$ cat src/rtl/vector_k_axil_regs.sv
// AXI4-Lite control/status slave for the vector-K search engine: stages a vector word,
// issues commit/start strobes and reports search results with sticky done and an interrupt.
module vector_k_axil_regs #(
  parameter int VEC_W  = 64,
  parameter int ADDR_W = 10,
  parameter int ID_W   = 8,
  parameter int AXI_AW = 8
) (
  input  logic              s_axi_aclk,
  input  logic              s_axi_aresetn,
  input  logic [AXI_AW-1:0] s_axi_awaddr,
  input  logic              s_axi_awvalid,
  output logic              s_axi_awready,
  input  logic [31:0]       s_axi_wdata,
  input  logic [3:0]        s_axi_wstrb,
  input  logic              s_axi_wvalid,
  output logic              s_axi_wready,
  output logic [1:0]        s_axi_bresp,
  output logic              s_axi_bvalid,
  input  logic              s_axi_bready,
  input  logic [AXI_AW-1:0] s_axi_araddr,
  input  logic              s_axi_arvalid,
  output logic              s_axi_arready,
  output logic [31:0]       s_axi_rdata,
  output logic [1:0]        s_axi_rresp,
  output logic              s_axi_rvalid,
  input  logic              s_axi_rready,
  output logic [ADDR_W-1:0] write_addr,
  output logic [VEC_W-1:0]  write_data,
  output logic              write_en,
  output logic              start_search,
  input  logic              busy,
  input  logic [ID_W-1:0]   winner_id,
  input  logic [31:0]       max_score,
  output logic              irq
);

  localparam int         NW     = VEC_W / 32;
  localparam logic [1:0] OKAY   = 2'b00;
  localparam logic [1:0] SLVERR = 2'b10;

  function automatic logic idx_mapped(input logic [5:0] idx);
    return (idx <= 6'd4) || ((idx >= 6'd8) && (int'(idx) < 8 + NW));
  endfunction

  logic              r_aw_held, r_w_held;
  logic [5:0]        r_aw_idx;
  logic [31:0]       r_w_data;
  logic [3:0]        r_w_strb;
  logic              r_bvalid, r_rvalid;
  logic [1:0]        r_bresp, r_rresp;
  logic [31:0]       r_rdata;
  logic [ADDR_W-1:0] r_addr;
  logic              r_auto_inc, r_irq_en, r_done, r_start_rej, r_busy_q;
  logic              r_start_search, r_write_en, r_inc_pend;
  logic [31:0]       r_data [NW];

  logic        w_aw_hs, w_w_hs, w_ar_hs, w_fire;
  logic        w_ctrl, w_start_ok, w_start_rej, w_commit, w_clr, w_done_set;
  logic [31:0] w_wmask, w_rd_data;
  logic        w_rd_ok;
  logic [5:0]  w_ar_idx;
  logic [15:0] w_win16;
  logic        w_unused;

  // Every channel transfers when valid and ready are both high at a rising edge; a
  // source holds valid and its payload until that edge, and ready never waits on valid.
  assign s_axi_awready = ~r_aw_held & ~r_bvalid;
  assign s_axi_wready  = ~r_w_held & ~r_bvalid;
  assign s_axi_arready = ~r_rvalid;
  assign w_aw_hs = s_axi_awvalid & s_axi_awready;
  assign w_w_hs  = s_axi_wvalid & s_axi_wready;
  assign w_ar_hs = s_axi_arvalid & s_axi_arready;
  assign w_fire  = r_aw_held & r_w_held & ~r_bvalid;

  assign w_wmask = {{8{r_w_strb[3]}}, {8{r_w_strb[2]}}, {8{r_w_strb[1]}}, {8{r_w_strb[0]}}};
  assign w_ctrl      = w_fire & (r_aw_idx == 6'd0) & r_w_strb[0];
  assign w_start_ok  = w_ctrl & r_w_data[0] & ~busy;
  assign w_start_rej = w_ctrl & r_w_data[0] & busy;
  assign w_commit    = w_ctrl & r_w_data[1];
  assign w_clr       = w_ctrl & r_w_data[2];
  assign w_done_set  = r_busy_q & ~busy;

  assign w_ar_idx = s_axi_araddr[7:2];
  assign w_win16  = 16'(winner_id);
  assign w_unused = ^{s_axi_awaddr, s_axi_araddr};

  always_comb begin
    w_rd_data = '0;
    w_rd_ok   = idx_mapped(w_ar_idx);
    case (w_ar_idx)
      6'd1: w_rd_data = {8'd0, w_win16, 5'd0, r_start_rej, r_done, busy};
      6'd2: w_rd_data = max_score;
      6'd3: w_rd_data[ADDR_W-1:0] = r_addr;
      6'd4: w_rd_data[1:0] = {r_irq_en, r_auto_inc};
      default: begin
        for (int i = 0; i < NW; i++)
          if (w_ar_idx == 6'(8 + i)) w_rd_data = r_data[i];
      end
    endcase
  end

  always_comb begin
    write_data = '0;
    for (int i = 0; i < NW; i++) write_data[32*i +: 32] = r_data[i];
  end

  always_ff @(posedge s_axi_aclk) begin
    if (!s_axi_aresetn) begin
      r_aw_held      <= 1'b0;
      r_w_held       <= 1'b0;
      r_aw_idx       <= '0;
      r_w_data       <= '0;
      r_w_strb       <= '0;
      r_bvalid       <= 1'b0;
      r_bresp        <= OKAY;
      r_rvalid       <= 1'b0;
      r_rresp        <= OKAY;
      r_rdata        <= '0;
      r_addr         <= '0;
      r_auto_inc     <= 1'b0;
      r_irq_en       <= 1'b0;
      r_done         <= 1'b0;
      r_start_rej    <= 1'b0;
      r_busy_q       <= 1'b0;
      r_start_search <= 1'b0;
      r_write_en     <= 1'b0;
      r_inc_pend     <= 1'b0;
      for (int i = 0; i < NW; i++) r_data[i] <= '0;
    end else begin
      if (w_aw_hs) begin
        r_aw_held <= 1'b1;
        r_aw_idx  <= s_axi_awaddr[7:2];
      end
      if (w_w_hs) begin
        r_w_held <= 1'b1;
        r_w_data <= s_axi_wdata;
        r_w_strb <= s_axi_wstrb;
      end
      if (w_fire) begin
        r_aw_held <= 1'b0;
        r_w_held  <= 1'b0;
        r_bvalid  <= 1'b1;
        r_bresp   <= idx_mapped(r_aw_idx) ? OKAY : SLVERR;
      end else if (r_bvalid && s_axi_bready) begin
        r_bvalid <= 1'b0;
      end

      r_start_search <= w_start_ok;
      r_write_en     <= w_commit;
      r_inc_pend     <= w_commit & r_auto_inc;

      // The strobe cycle always has bvalid high, so no new write can collide with the bump.
      if (w_fire && r_aw_idx == 6'd3)
        r_addr <= (r_addr & ~w_wmask[ADDR_W-1:0]) | (r_w_data[ADDR_W-1:0] & w_wmask[ADDR_W-1:0]);
      else if (r_write_en && r_inc_pend)
        r_addr <= r_addr + 1'b1;

      if (w_fire && r_aw_idx == 6'd4 && r_w_strb[0]) begin
        r_auto_inc <= r_w_data[0];
        r_irq_en   <= r_w_data[1];
      end
      for (int i = 0; i < NW; i++)
        if (w_fire && r_aw_idx == 6'(8 + i))
          r_data[i] <= (r_data[i] & ~w_wmask) | (r_w_data & w_wmask);

      r_busy_q <= busy;
      if (w_done_set) r_done <= 1'b1;
      else if (w_start_ok || w_clr) r_done <= 1'b0;
      if (w_start_rej) r_start_rej <= 1'b1;
      else if (w_clr) r_start_rej <= 1'b0;

      if (w_ar_hs) begin
        r_rvalid <= 1'b1;
        r_rdata  <= w_rd_data;
        r_rresp  <= w_rd_ok ? OKAY : SLVERR;
      end else if (r_rvalid && s_axi_rready) begin
        r_rvalid <= 1'b0;
      end
    end
  end

  assign s_axi_bvalid = r_bvalid;
  assign s_axi_bresp  = r_bresp;
  assign s_axi_rvalid = r_rvalid;
  assign s_axi_rresp  = r_rresp;
  assign s_axi_rdata  = r_rdata;
  assign write_addr   = r_addr;
  assign write_en     = r_write_en;
  assign start_search = r_start_search;
  assign irq          = r_done & r_irq_en;

endmodule

$ cat config.mk
export PLATFORM = sky130hd
export DESIGN_NAME = vector_k_axil_regs
export DESIGN_NICKNAME = d
export VERILOG_FILES = /design/src/rtl/vector_k_axil_regs.sv
export SDC_FILE = /design/constraint.sdc
export NUM_CORES = 1
export LEC_CHECK = 0
export CORE_AREA = 2 2 118 166
export DETAILED_ROUTE_END_ITERATION = 6
export DIE_AREA = 0 0 120 168
export GPL_ROUTABILITY_DRIVEN = 0
export MAX_ROUTING_LAYER = met4
export PLACE_DENSITY = 0.76
export SYNTH_ARGS = -nofsm -noshare
export SYNTH_HDL_FRONTEND = slang
export SYNTH_SLANG_ARGS = --single-unit
$ cat constraint.sdc
create_clock -name s_axi_aclk -period 5.3 [get_ports s_axi_aclk]
set_input_delay 1.06 -clock s_axi_aclk [delete_from_list [all_inputs] [get_ports s_axi_aclk]]
set_output_delay 1.06 -clock s_axi_aclk [all_outputs]
set_load 0.01 [all_outputs]
After elaboration in Yosys (flattened, before gate mapping)
Memory sizes are Yosys's and may differ from the RTL's.
Cells that the tools add are included.
{"block": "word_totals", "wordCells": 119, "n_memories": 1, "output_inout_bits": 118, "regBits": 100, "ram_bits": 64, "in_bits": 100}
{"name": "r_data", "words": 2, "word_bits": 32, "rd": 2, "rd_ports_with_merged_regs": 0, "wr": 2, "line_no": "56", "source": "logic [31:0] r_data [NW];"}
{"block": "op_classes", "muxes": 26, "reduce_logical": 21, "eq_ne": 10, "magnitude_cmp": 6, "addsub": 1, "bitwise": 35}
{"op": "two-way mux 32 bit", "count": 4}
{"op": "bitwise AND 32 bit", "count": 3}
{"op": "case mux 22 bit (3 select lines)", "count": 1}
{"op": "OR 32 bit", "count": 2}
{"op": "NOT 32 bit", "count": 1}
{"op": "case mux 8 bit (4 select lines)", "count": 1}
{"op": "equality test 6 x 4 -> 1 bit, second input constant", "count": 4}
{"op": "bitwise AND 10 bit", "count": 2}
{"op": "two-way mux 10 bit", "count": 2}
{"op": "equality test 6 x 2 -> 1 bit, second input constant", "count": 3}
{"op": "bitwise AND 1 bit", "count": 17}
{"op": "two-way mux 1 bit", "count": 15}
{"op": "equality test 6 x 3 -> 1 bit, second input constant", "count": 2}
{"op": ">= comparator 6 x 4 -> 1 bit, second input constant", "count": 2}
{"op": "<= comparator 6 x 3 -> 1 bit, second input constant", "count": 2}
{"op": "less-than comparator 6 x 4 -> 1 bit, second input constant", "count": 2}
{"op": "adder 10 x 1 -> 10 bit, second input constant", "count": 1}
{"op": "logical AND 1 bit", "count": 10}
{"op": "NOT 10 bit", "count": 1}
{"op": "OR 10 bit", "count": 1}
{"op": "nonzero test 2 bit", "count": 5}
{"op": "case mux 2 bit (4 select lines)", "count": 1}
{"op": "equality test 6 x 1 -> 1 bit, second input constant", "count": 1}
{"op": "zero test 6 bit", "count": 1}
{"op": "5 further kinds", "count": 15}

Longest topological paths before layout
Gate-level depths: netlist (run 1).
{"block": "depth", "word_depth": 9, "depth_mapped": 7, "depth_no_buf": 5}

Worst setup path before layout (run 1)
No wires, ideal clock.
{"block": "synth_timing", "kind": "input -> register", "from": "in s_axi_aresetn", "to": "mem r_data[0][0] (enable)", "setup_time_ps": 425, "n_path_buf": 2, "arrival_ps": 2448, "required_ps": 4875, "cell_stages": 3, "path_slack_ps": 2427, "cell_sequence": "clkbuf_1 > clkbuf_1 > o21ai_1"}
{"element": "from (decl)", "line_no": "10", "source": "input logic s_axi_aresetn,"}
{"element": "to (decl)", "line_no": "56"}

Final worst setup path (run 1)
{"block": "layout_timing", "from": "in s_axi_araddr[2]", "to": "reg r_rdata[11] (netlist: s_axi_rdata[11])"}
{"block": "layout_via", "elab_chain_cells": 4, "word_cells_on_any_way": 10, "cone_classes": "6 x eq/ne; 3 x mux; 1 x reduce/logical"}
{"element": "from (decl)", "line_no": "21", "source": "input logic [AXI_AW-1:0] s_axi_araddr,"}
{"element": "equality test 6 x 4 -> 1 bit", "line_no": "98", "source": "if (w_ar_idx == 6'(8 + i)) w_rd_data = r_data[i];"}
{"element": "two-way mux 32 bit (2 in series)", "line_no": "98"}
{"element": "case mux 22 bit (3 select lines) *", "line_no": "91", "source": "case (w_ar_idx)"}
{"element": "to (signal assigned)", "line_no": "175", "source": "r_rdata <= w_rd_data;"}
{"element": "to (decl)", "line_no": "52", "source": "logic [31:0] r_rdata;"}
Every way passes the cells marked *; elsewhere a longest branch is shown, timed or not.
A chain may end at the register's enable or synchronous reset.

==> impl_metrics.env, run 1 <==
export IMPL_status="finished, final reports clean"
export IMPL_synth_top_area_frac=0.268
export IMPL_leakage_nw=3.53
export IMPL_avgRoutedWirePerCell_um=18.9
export IMPL_synth_area_leaders="dfxtp_1, edfxtp_1, a21oi_1"
export IMPL_io_buffers=211
export IMPL_die_w_um=120
export IMPL_r2r_end="r_data[0][61]$_SDFFCE_PN0P_"
export IMPL_drv_cap=0
export IMPL_mappedNetlistArea_mm2=0.00733
export IMPL_grt_pass1_wl_mm=35.2
export IMPL_antenna_found_initial=1
export IMPL_hold_depth=2
export IMPL_rsz0062_at_grt="false"
export IMPL_path_max_fanout=32
export IMPL_yosys_most_used_dff="dfxtp_1"
export IMPL_finalPower_mw=3.11
export IMPL_clk_latency_ns=0.42
export IMPL_finClkSkew_ns=0.0137
export IMPL_area_delta_synth_final_pct=39.7
export IMPL_regToRegSetupSlack_ns=3.15
export IMPL_fp_dieArea_mm2=0.0202
export IMPL_first_global_vias=6458
export IMPL_num_vias=6753
export IMPL_finalNetCount=1062
export IMPL_die_h_um=168
export IMPL_cts_setup_buffers=0
export IMPL_ys_seq_area_frac=0.530
export IMPL_syn_avg_cell_area_um2=9.37
export IMPL_slew_viol_final=0
export IMPL_finalWirelength_mm=23.1
export IMPL_timing_final_ws_setup_ns=1.87
export IMPL_drtAntennaViolNets=0
export IMPL_drtIter0Drc=589
export IMPL_cts_clk_slew_worst_paths_ns=0.07
export IMPL_place_hpwl_mm=15.2
export IMPL_yosys_register_bits=162
export IMPL_cts_hold_buf=0
export IMPL_powerDensity_mw_per_mm2=304
export IMPL_fmax_mhz=291
export IMPL_dp_slack_ns=1.49
export IMPL_finalCritPeriodShare=0.648
export IMPL_grt_max_degree=65
export IMPL_hp_class="register to register"
export IMPL_end_kind="register"
export IMPL_std_cell_rows=60
export IMPL_yosysTopAreaCell="dfxtp_1"
export IMPL_ir_worst_vdd_uv=179
export IMPL_hold_viol_final=0
export IMPL_start_kind="primary input"
export IMPL_drc=0
export IMPL_min_to="r_w_data[30]$_SDFFE_PN0P_"
export IMPL_clock_path_buffers=2
export IMPL_drive_above_1_share=0.0626
export IMPL_yosysUniqueCellTypes=59
export IMPL_arrival_ns=3.79
export IMPL_reg2reg_from="s_axi_bvalid$_SDFFE_PN0P_"
export IMPL_cts_root_buf="clkbuf_16"
export IMPL_tritoncts="done"
export IMPL_worst_setup_path_type="primary input to register"
export IMPL_core_area_mm2=0.0188
export IMPL_ios=218
export IMPL_setup_tns_ns=0
export IMPL_grt_usage=0.230
export IMPL_hp_start="r_w_data[30]$_SDFFE_PN0P_"
export IMPL_worst_r2r_cell_count=5
export IMPL_async_reset_ff_frac=0
export IMPL_cts_sinks=162
export IMPL_setup_viol=0
export IMPL_htree_levels=4
export IMPL_synthCells=783
export IMPL_grt_overflow_total=0
export IMPL_cp_required_ns=5.66
export IMPL_period_needed_ns=3.43
export IMPL_start_util=0.389
export IMPL_postCtsResizedCells=0
export IMPL_worst_pin_slew_ns=1.28
export IMPL_firstDrtPassIters=7
export IMPL_numCtsBuffers=17
export IMPL_viasPerCell=5.52
export IMPL_synth_edf_count=64
export IMPL_max_slew_margin_rel=0.147
export IMPL_ys_warn_count=0
cells in the mapped netlist, types with 2 or more instances:
master and instances:
or3_1 4, inv_1 8, nand3b_1 2, nand4_1 7, buf_2 10, nor2_1 30
o221ai_1 2, mux2i_1 9, edfxtp_1 64, a31oi_1 7, and4_1 2, o311ai_1 3
nor3b_1 2, dfxtp_1 98, and2_1 3, o21ai_0 34, a22o_1 4, and3_1 7
o211a_1 2, nand3_1 12, o311a_1 2, mux2_2 7, or4_1 4, o21ai_1 6
clkbuf_1 45, buf_1 2, or3b_1 4, a221o_1 4, nor2b_1 3, buf_4 5
a222oi_1 27, nand2_1 111, nor4_1 2, nand2b_1 74, a21oi_1 145, nor3_1 9
how the worst max path moves through the flow:
stage,from,to,depth (start not counted)
3_5_place_dp,s_axi_araddr[2],s_axi_rdata[12]$_SDFFE_PN0P_,5
4_1_cts,s_axi_araddr[2],s_axi_rdata[14]$_SDFFE_PN0P_,5
5_1_grt,s_axi_araddr[2],s_axi_rdata[15]$_SDFFE_PN0P_,5
6_report,s_axi_araddr[2],s_axi_rdata[11]$_SDFFE_PN0P_,5
3_3_place_gp,s_axi_araddr[2],s_axi_rdata[12]$_SDFFE_PN0P_,5
2_1_floorplan,s_axi_aresetn,r_data[0][0]$_SDFFCE_PN0P_,3
where the power goes:
part | internal (mW) | total [mW] | switching, mW | leakage (nW)
logic | 0.185 | 0.360 | 0.175 | 1.76
registers | 1.35 | 1.41 | 0.0555 | 1.46
clock network | 0.812 | 1.35 | 0.535 | 0.304
cells by family (layout without fill, tap and decap cells):
logic type,Yosys count,in the layout,share of synthesized area
AND/OR/NAND/NOR,285,285,0.200
adder cells (fa/ha/maj),1,1,0.00171
AO/OA/AOI/OAI,247,247,0.204
multiplexers,16,16,0.0230
other,1,3,0.000511
flip-flops,162,162,0.530
buffers and inverters,71,261,0.0406
cell type report:
type	count	area (um^2)
repair buffers	220	2170
diodes	1	2.50
multi-input cells	551	3190
inverters	9	33.8
clock buffers	19	443
well taps	248	310
fillers	1701	8600
flip-flops and latches	162	3880
clock inverters	13	200
routing by layer:
metal  up-vias  part of all wire  GRT usage
met4         0             0.040      0.121
li1       3222                 -          -
met5         -                 0          -
met2       283              0.51      0.383
met3        53             0.052     0.0400
met1      3195              0.40      0.265
metrics by stage:
stage	hold WS [ns]	utilization	instances	instance area (um^2)
after floorplan	0.435	-	784	7340
after global placement	0.442	0.509	1190	9600
after detailed placement	0.447	0.509	1190	9600
after CTS	0.456	0.543	1222	10200
after global routing	0.472	0.543	1223	10200
final	0.454	0.543	1223	10200
state kept, by name, indices dropped and copies added (netlist names), 4 cells and up, named ones only:
| signal | count |
|---|---|
| s_axi_rdata | 32 |
| r_data | 64 |
| r_w_strb | 4 |
| r_aw_idx | 6 |
| r_w_data | 32 |
critical path, stage by stage:
cell and delay [ns]:
clkdlybuf4s50_1 1.11, nand2b_1 0.28, nor2_4 0.84, a222oi_1 0.27
a21oi_1 0.21
layout by cell type, fill, tap and decap left out, types with 4 or more instances in the layout:
cell,instances
a21oi_1,145
a221o_1,4
a222oi_1,27
a22o_1,4
a31oi_1,7
and3_1,7
buf_4,9
bufinv_16,4
clkbuf_16,17
clkdlybuf4s50_1,210
dfxtp_1,98
edfxtp_1,64
inv_1,8
mux2_2,7
mux2i_1,9
nand2_1,111
nand2b_1,74
nand3_1,12
nand4_1,7
nor2_1,30
nor3_1,9
o21ai_0,34
o21ai_1,4
or3_1,4
or3b_1,4
or4_1,4
Power figures use the tool's default switching activity.
==> inputs of run 2 (changes only) <==
--- a/config.mk
+++ b/config.mk
@@ -10,7 +10,7 @@
 export DIE_AREA = 0 0 120 168
 export GPL_ROUTABILITY_DRIVEN = 0
 export MAX_ROUTING_LAYER = met4
-export PLACE_DENSITY = 0.76
+export PLACE_DENSITY = 0.78
 export SYNTH_ARGS = -nofsm -noshare
 export SYNTH_HDL_FRONTEND = slang
 export SYNTH_SLANG_ARGS = --single-unit
==> constraint.sdc (replaced) <==
create_clock -name s_axi_aclk -period 2.85 [get_ports s_axi_aclk]
set_input_delay 0.57 -clock s_axi_aclk [delete_from_list [all_inputs] [get_ports s_axi_aclk]]
set_output_delay 0.57 -clock s_axi_aclk [all_outputs]
set_load 0.01 [all_outputs]
==> run 2 against run 1 <==
  * Cell count is 1.1% higher
  * Flip-flop and latch count unchanged
  * Count of clock-buffer cells in the layout is 6 higher
  * First-iteration DRC count stayed put
  * Global-route usage up 0.34 points
  * Critical path depth grew 1
  * Largest cell class unchanged
  * Largest power group unchanged
  * Highest routed layer unchanged
==> impl_metrics.env, run 2 (synthesis results as in run 1) <==
export IMPL_finalPower_mw=5.57
export IMPL_grt_usage=0.234
export IMPL_cts_sinks=162
export IMPL_cts_clk_slew_worst_paths_ns=0.06
export IMPL_antenna_found_initial=0
export IMPL_reg2reg_from="s_axi_bvalid$_SDFFE_PN0P_"
export IMPL_cts_hold_buf=0
export IMPL_grt_max_degree=65
export IMPL_use_met1=0.269
export IMPL_cp_required_ns=3.19
export IMPL_antennaDiodeCount=0
export IMPL_drc=0
export IMPL_grt_use_met2=0.400
export IMPL_max_slew_margin_rel=0.417
export IMPL_end_kind="register"
export IMPL_std_cell_rows=60
export IMPL_postCtsResizedCells=0
export IMPL_slew_viol_final=0
export IMPL_setup_viol=0
export IMPL_io_buffers=211
export IMPL_path_max_fanout=7
export IMPL_clk_latency_ns=0.42
export IMPL_drtIter0Drc=589
export IMPL_place_hpwl_mm=15.6
export IMPL_avgRoutedWirePerCell_um=18.6
export IMPL_cts_root_buf="clkbuf_16"
export IMPL_die_h_um=168
export IMPL_grt_pass1_wl_mm=35.7
export IMPL_top_usage_layer="met2"
export IMPL_clock_power_share=0.406
export IMPL_sw_frac_of_total=0.241
export IMPL_p_comb_frac=0.123
export IMPL_start_util=0.389
export IMPL_status="finished, final reports clean"
export IMPL_finalWirelength_mm=23.1
export IMPL_area_delta_synth_final_pct=40.9
export IMPL_top_register="r_data"
export IMPL_period_needed_ns=2.20
export IMPL_worst_pin_slew_ns=0.874
export IMPL_firstDrtPassIters=7
export IMPL_cts_setup_buffers=0
export IMPL_startpoint="s_axi_araddr[3]"
export IMPL_rsz0062_at_grt="false"
export IMPL_finalNetCount=1077
export IMPL_met3_usage=0.0376
export IMPL_numCtsBuffers=17
export IMPL_post_route_util=0.548
export IMPL_powerDensity_mw_per_mm2=539
export IMPL_tritoncts="done"
export IMPL_drtAntennaViolNets=0
export IMPL_hold_slack_ns=0.453
export IMPL_hp_class="register to register"
export IMPL_fp_dieArea_mm2=0.0202
export IMPL_p_seq_frac=0.471
export IMPL_fmax_mhz=455
export IMPL_layout_commonest_cell="clkdlybuf4s50_1"
export IMPL_grt_overflow_total=0
export IMPL_core_area_mm2=0.0188
export IMPL_ios=218
export IMPL_p_sw_mw=1.34
export IMPL_start_kind="primary input"
export IMPL_htree_levels=4
export IMPL_die_w_um=120
export IMPL_clock_path_buffers=2
export IMPL_ir_worst_vdd_uv=332
export IMPL_num_vias=6819
export IMPL_drive_above_1_share=0.0748
export IMPL_setup_tns_ns=0
export IMPL_finClkSkew_ns=0.00664
export IMPL_arrival_ns=2.53
export IMPL_internal_power_mw=4.22
export IMPL_drv_cap=0
export IMPL_finalCritPeriodShare=0.771
export IMPL_hp_start="r_w_data[19]$_SDFFE_PN0P_"
export IMPL_largest_reg_flops=64
export IMPL_first_global_vias=6567
export IMPL_worst_setup_path_type="primary input to register"
export IMPL_leakage_nw=3.60
export IMPL_layout_common_cells="clkdlybuf4s50_1, a21oi_1, nand2_1, dfxtp_1, nand2b_1"
export IMPL_hold_viol_final=0
export IMPL_viasPerCell=5.51
run 2: cell types whose count changed in the layout (fill, tap and decap cells not counted), sizes merged:
cell | before | now
inv | 12 | 13
bufinv | 4 | 1
clkbuf | 19 | 25
diode | 1 | 0
buf | 10 | 25
clkinv | 3 | 2
clkinvlp | 3 | 0
run 2: power by group through the flow:
stage	logic, mW	registers [mW]	clock network [mW]
6_report	0.685	2.62	2.26
5_1_grt	0.740	2.63	2.40
4_1_cts	0.687	2.62	2.30
3_5_place_dp	0.683	2.67	0
3_3_place_gp	0.673	2.67	0
2_1_floorplan	0.288	2.66	0
run 2: per-stage QoR:
step                      cell area (um^2)  std cells  setup WS [ns]
after floorplan                       7340        784         0.0489
after global placement                9750       1205          0.315
after detailed placement              9750       1205          0.253
after CTS                            10300       1237          0.678
after global routing                 10300       1237          0.552
final                                10300       1237          0.654
run 2: worst paths after layout:
check	slack [ns]	to	cells after the start
setup reg to reg	0.69	r_data[0][31]$_SDFFCE_PN0P_	5
hold reg to reg	0.45	r_w_data[19]$_SDFFE_PN0P_	2
hold / removal	0.45	r_w_data[19]$_SDFFE_PN0P_	2
setup / recovery	0.65	s_axi_rdata[4]$_SDFFE_PN0P_	6
run 2: worst max-delay path: stages:
cell and delay [ns]:
clkdlybuf4s50_1 0.64, or3b_1 0.49, nor2_1 0.34, buf_4 0.22
a222oi_1 0.08, a21oi_1 0.19
run 2: layout make-up:
type | instances | area (um^2)
Inverter | 9 | 33.8
Timing Repair Buffer | 235 | 2320
Tap cell | 248 | 310
Clock inverter | 7 | 67.6
Sequential cell | 162 | 3880
Clock buffer | 25 | 517
Multi-Input combinational cell | 551 | 3190
Fill cell | 1675 | 8510
run 2: routing by layer:
| layer | wire length, um | up-vias |
|---|---|---|
| li1 | - | 3237 |
| met2 | 11900 | 279 |
| met4 | 770 | 0 |
| met5 | 0 | - |
| met1 | 9060 | 3260 |
| met3 | 1330 | 43 |
==> inputs of run 3 (changes only) <==
--- a/config.mk
+++ b/config.mk
@@ -10,7 +10,7 @@
 export DIE_AREA = 0 0 120 168
 export GPL_ROUTABILITY_DRIVEN = 0
 export MAX_ROUTING_LAYER = met4
-export PLACE_DENSITY = 0.78
+export PLACE_DENSITY = 0.76
 export SYNTH_ARGS = -nofsm -noshare
 export SYNTH_HDL_FRONTEND = slang
 export SYNTH_SLANG_ARGS = --single-unit
==> constraint.sdc (replaced) <==
create_clock -name s_axi_aclk -period 2.19 [get_ports s_axi_aclk]
set_input_delay 0.438 -clock s_axi_aclk [delete_from_list [all_inputs] [get_ports s_axi_aclk]]
set_output_delay 0.438 -clock s_axi_aclk [all_outputs]
set_load 0.01 [all_outputs]
==> run 3 against run 2 <==
  * The flow now finishes with violations (design-rule violations)
  * Register-to-register slack worse by 0.42 ns
  * Cell count up 1.7%
  * First-iteration DRC count up 9.5%
  * Sequential share of layout area down 0.92 points
  * Worst setup slack worse by 0.51 ns
  * Final area up 2.5%
  * Global-route usage up 0.21 points
  * Hold slack worse by 0.065 ns
  * Core utilization up 1.4 points
  * Sequential power up 30%
  * Critical path type is now register to output port
  * Critical endpoint is now s_axi_wready
==> impl_metrics.env, run 3 (synthesis results as in run 1) <==
export IMPL_numCtsBuffers=17
export IMPL_drive_above_1_share=0.0960
export IMPL_finalNetCount=1098
export IMPL_top_register="r_data"
export IMPL_path_max_fanout=8
export IMPL_cts_setup_buffers=0
export IMPL_fp_dieArea_mm2=0.0202
export IMPL_std_cell_rows=60
export IMPL_hp_class="primary input to register"
export IMPL_clock_path_buffers=2
export IMPL_finalWirelength_mm=23.4
export IMPL_post_place_cells=1226
export IMPL_core_area_mm2=0.0188
export IMPL_path_buf_inv=2
export IMPL_io_buffers=211
export IMPL_rsz0062_at_grt="false"
export IMPL_finalPower_mw=7.35
export IMPL_antenna_found_initial=0
export IMPL_top_layer="met4"
export IMPL_multi_input_comb_area_mm2=0.00319
export IMPL_p_sw_mw=1.81
export IMPL_cp_required_ns=1.75
export IMPL_sw_frac_of_total=0.246
export IMPL_cts_clk_slew_worst_paths_ns=0.06
export IMPL_p_seq_frac=0.463
export IMPL_worst_pin_slew_ns=0.675
export IMPL_avgRoutedWirePerCell_um=18.6
export IMPL_finClkSkew_ns=0.0101
export IMPL_antennaDiodeCount=0
export IMPL_grt_max_degree=65
export IMPL_regArea_mm2=0.00388
export IMPL_die_h_um=168
export IMPL_largest_reg_flops=64
export IMPL_drtIter0Drc=645
export IMPL_clk_latency_ns=0.43
export IMPL_cp_slowest_cell="clkdlybuf4s50_1"
export IMPL_p_comb_frac=0.128
export IMPL_fmax_mhz=488
export IMPL_drv_cap=0
export IMPL_start_kind="register"
export IMPL_slew_viol_final=0
export IMPL_firstDrtPassIters=7
export IMPL_setup_viol=0
export IMPL_drc=1
export IMPL_postCtsResizedCells=0
export IMPL_cts_sinks=162
export IMPL_worst_setup_path_type="register to output port"
export IMPL_layout_common_cells="clkdlybuf4s50_1, a21oi_1, nand2_1, dfxtp_1, nand2b_1"
export IMPL_status="finished, violations left"
export IMPL_dr_wl_met2_mm=12.2
export IMPL_dr_wl_met3_mm=1.32
export IMPL_end_kind="output port"
export IMPL_num_vias=6899
export IMPL_finalCritPeriodShare=0.936
export IMPL_leakage_nw=3.74
export IMPL_grt_usage=0.236
export IMPL_start_util=0.389
export IMPL_layout_commonest_cell="clkdlybuf4s50_1"
export IMPL_internal_power_mw=5.54
export IMPL_ios=218
export IMPL_crit_chain="buf_4 -> nor2_1 -> clkdlybuf4s50_1"
export IMPL_cp_top_family="buffers and inverters"
export IMPL_stdcell_count=1258
export IMPL_clock_power_share=0.409
export IMPL_drtAntennaViolNets=0
export IMPL_violations="design-rule violations"
export IMPL_drt_met1_wl_mm=9.13
export IMPL_tritoncts="done"
export IMPL_arrival_ns=1.61
export IMPL_cts_hold_buf=0
export IMPL_first_global_vias=6566
export IMPL_powerDensity_mw_per_mm2=694
export IMPL_grt_pass1_wl_mm=36.1
export IMPL_period_needed_ns=2.05
export IMPL_max_slew_margin_rel=0.550
export IMPL_area_delta_synth_final_pct=44.4
export IMPL_place_hpwl_mm=16.4
export IMPL_htree_levels=4
export IMPL_grt_overflow_total=0
export IMPL_hold_viol_final=0
export IMPL_hold_slack_ns=0.387
export IMPL_ir_worst_vdd_uv=377
export IMPL_die_w_um=120
export IMPL_viasPerCell=5.48
export IMPL_fillers=1686
export IMPL_slowest_delay_ns=0.57
export IMPL_cts_root_buf="clkbuf_16"
-- run 3: changes by cell type in the layout (fill, tap and decap cells not counted), sizes merged --
cell      change
buf          +21
clkbuf        -4
clkinv        +4
clkinvlp      +1
inv           -1
-- run 3: metal layers --
metal,track usage,vias up
li1,-,3283
met1,0.268,3273
met2,0.411,290
met3,0.0373,53
met4,0.0977,0
met5,-,-
-- run 3: path summary, 6_finish.rpt --
path	startpoint	to	slack, ns	depth (start not counted)
hold reg to reg	r_w_data[19]$_SDFFE_PN0P_	r_w_data[19]$_SDFFE_PN0P_	0.45	2
setup reg to reg	r_aw_idx[3]$_SDFFE_PN0P_	register	0.27	6
setup / recovery	s_axi_bvalid$_SDFFE_PN0P_	s_axi_wready	0.14	3
hold / removal	s_axi_aresetn	start_search$_SDFF_PN0_	0.39	3
-- run 3: cell type report --
class | instances | area share
inverter | 9 | 0.00319
multi-input combinational | 551 | 0.302
clock inverter | 11 | 0.00898
clock buffer | 21 | 0.0476
tap | 248 | 0.0293
sequential | 162 | 0.367
timing repair buffer | 256 | 0.243
-- run 3: through the flow --
| step | setup slack (ns) | utilization | setup TNS, ns | area, um^2 |
|---|---|---|---|---|
| after CTS | 0.118 | 0.562 | 0 | 10600 |
| after global placement | -0.137 | 0.530 | -2.88 | 9990 |
| final | 0.141 | 0.562 | 0 | 10600 |
| after detailed placement | -0.134 | 0.530 | -2.93 | 9990 |
| after floorplan | -0.0339 | - | -2.17 | 7340 |
| after global routing | 0.0547 | 0.562 | 0 | 10600 |
-- run 3: power groups by stage --
| stage | logic [mW] | clock network, mW | registers (mW) |
|---|---|---|---|
| finish | 0.943 | 3.01 | 3.40 |
| global route | 1.01 | 3.18 | 3.42 |
| CTS | 0.944 | 3.06 | 3.40 |
| detailed placement | 0.938 | 0 | 3.47 |
| global placement | 0.927 | 0 | 3.46 |
| floorplan | 0.377 | 0 | 3.46 |
-- run 3: tightest hold or removal path, cell delays in order --
cell	delay, ns
buf_2	0.20
nand2_1	0.09
nor4_1	0.04
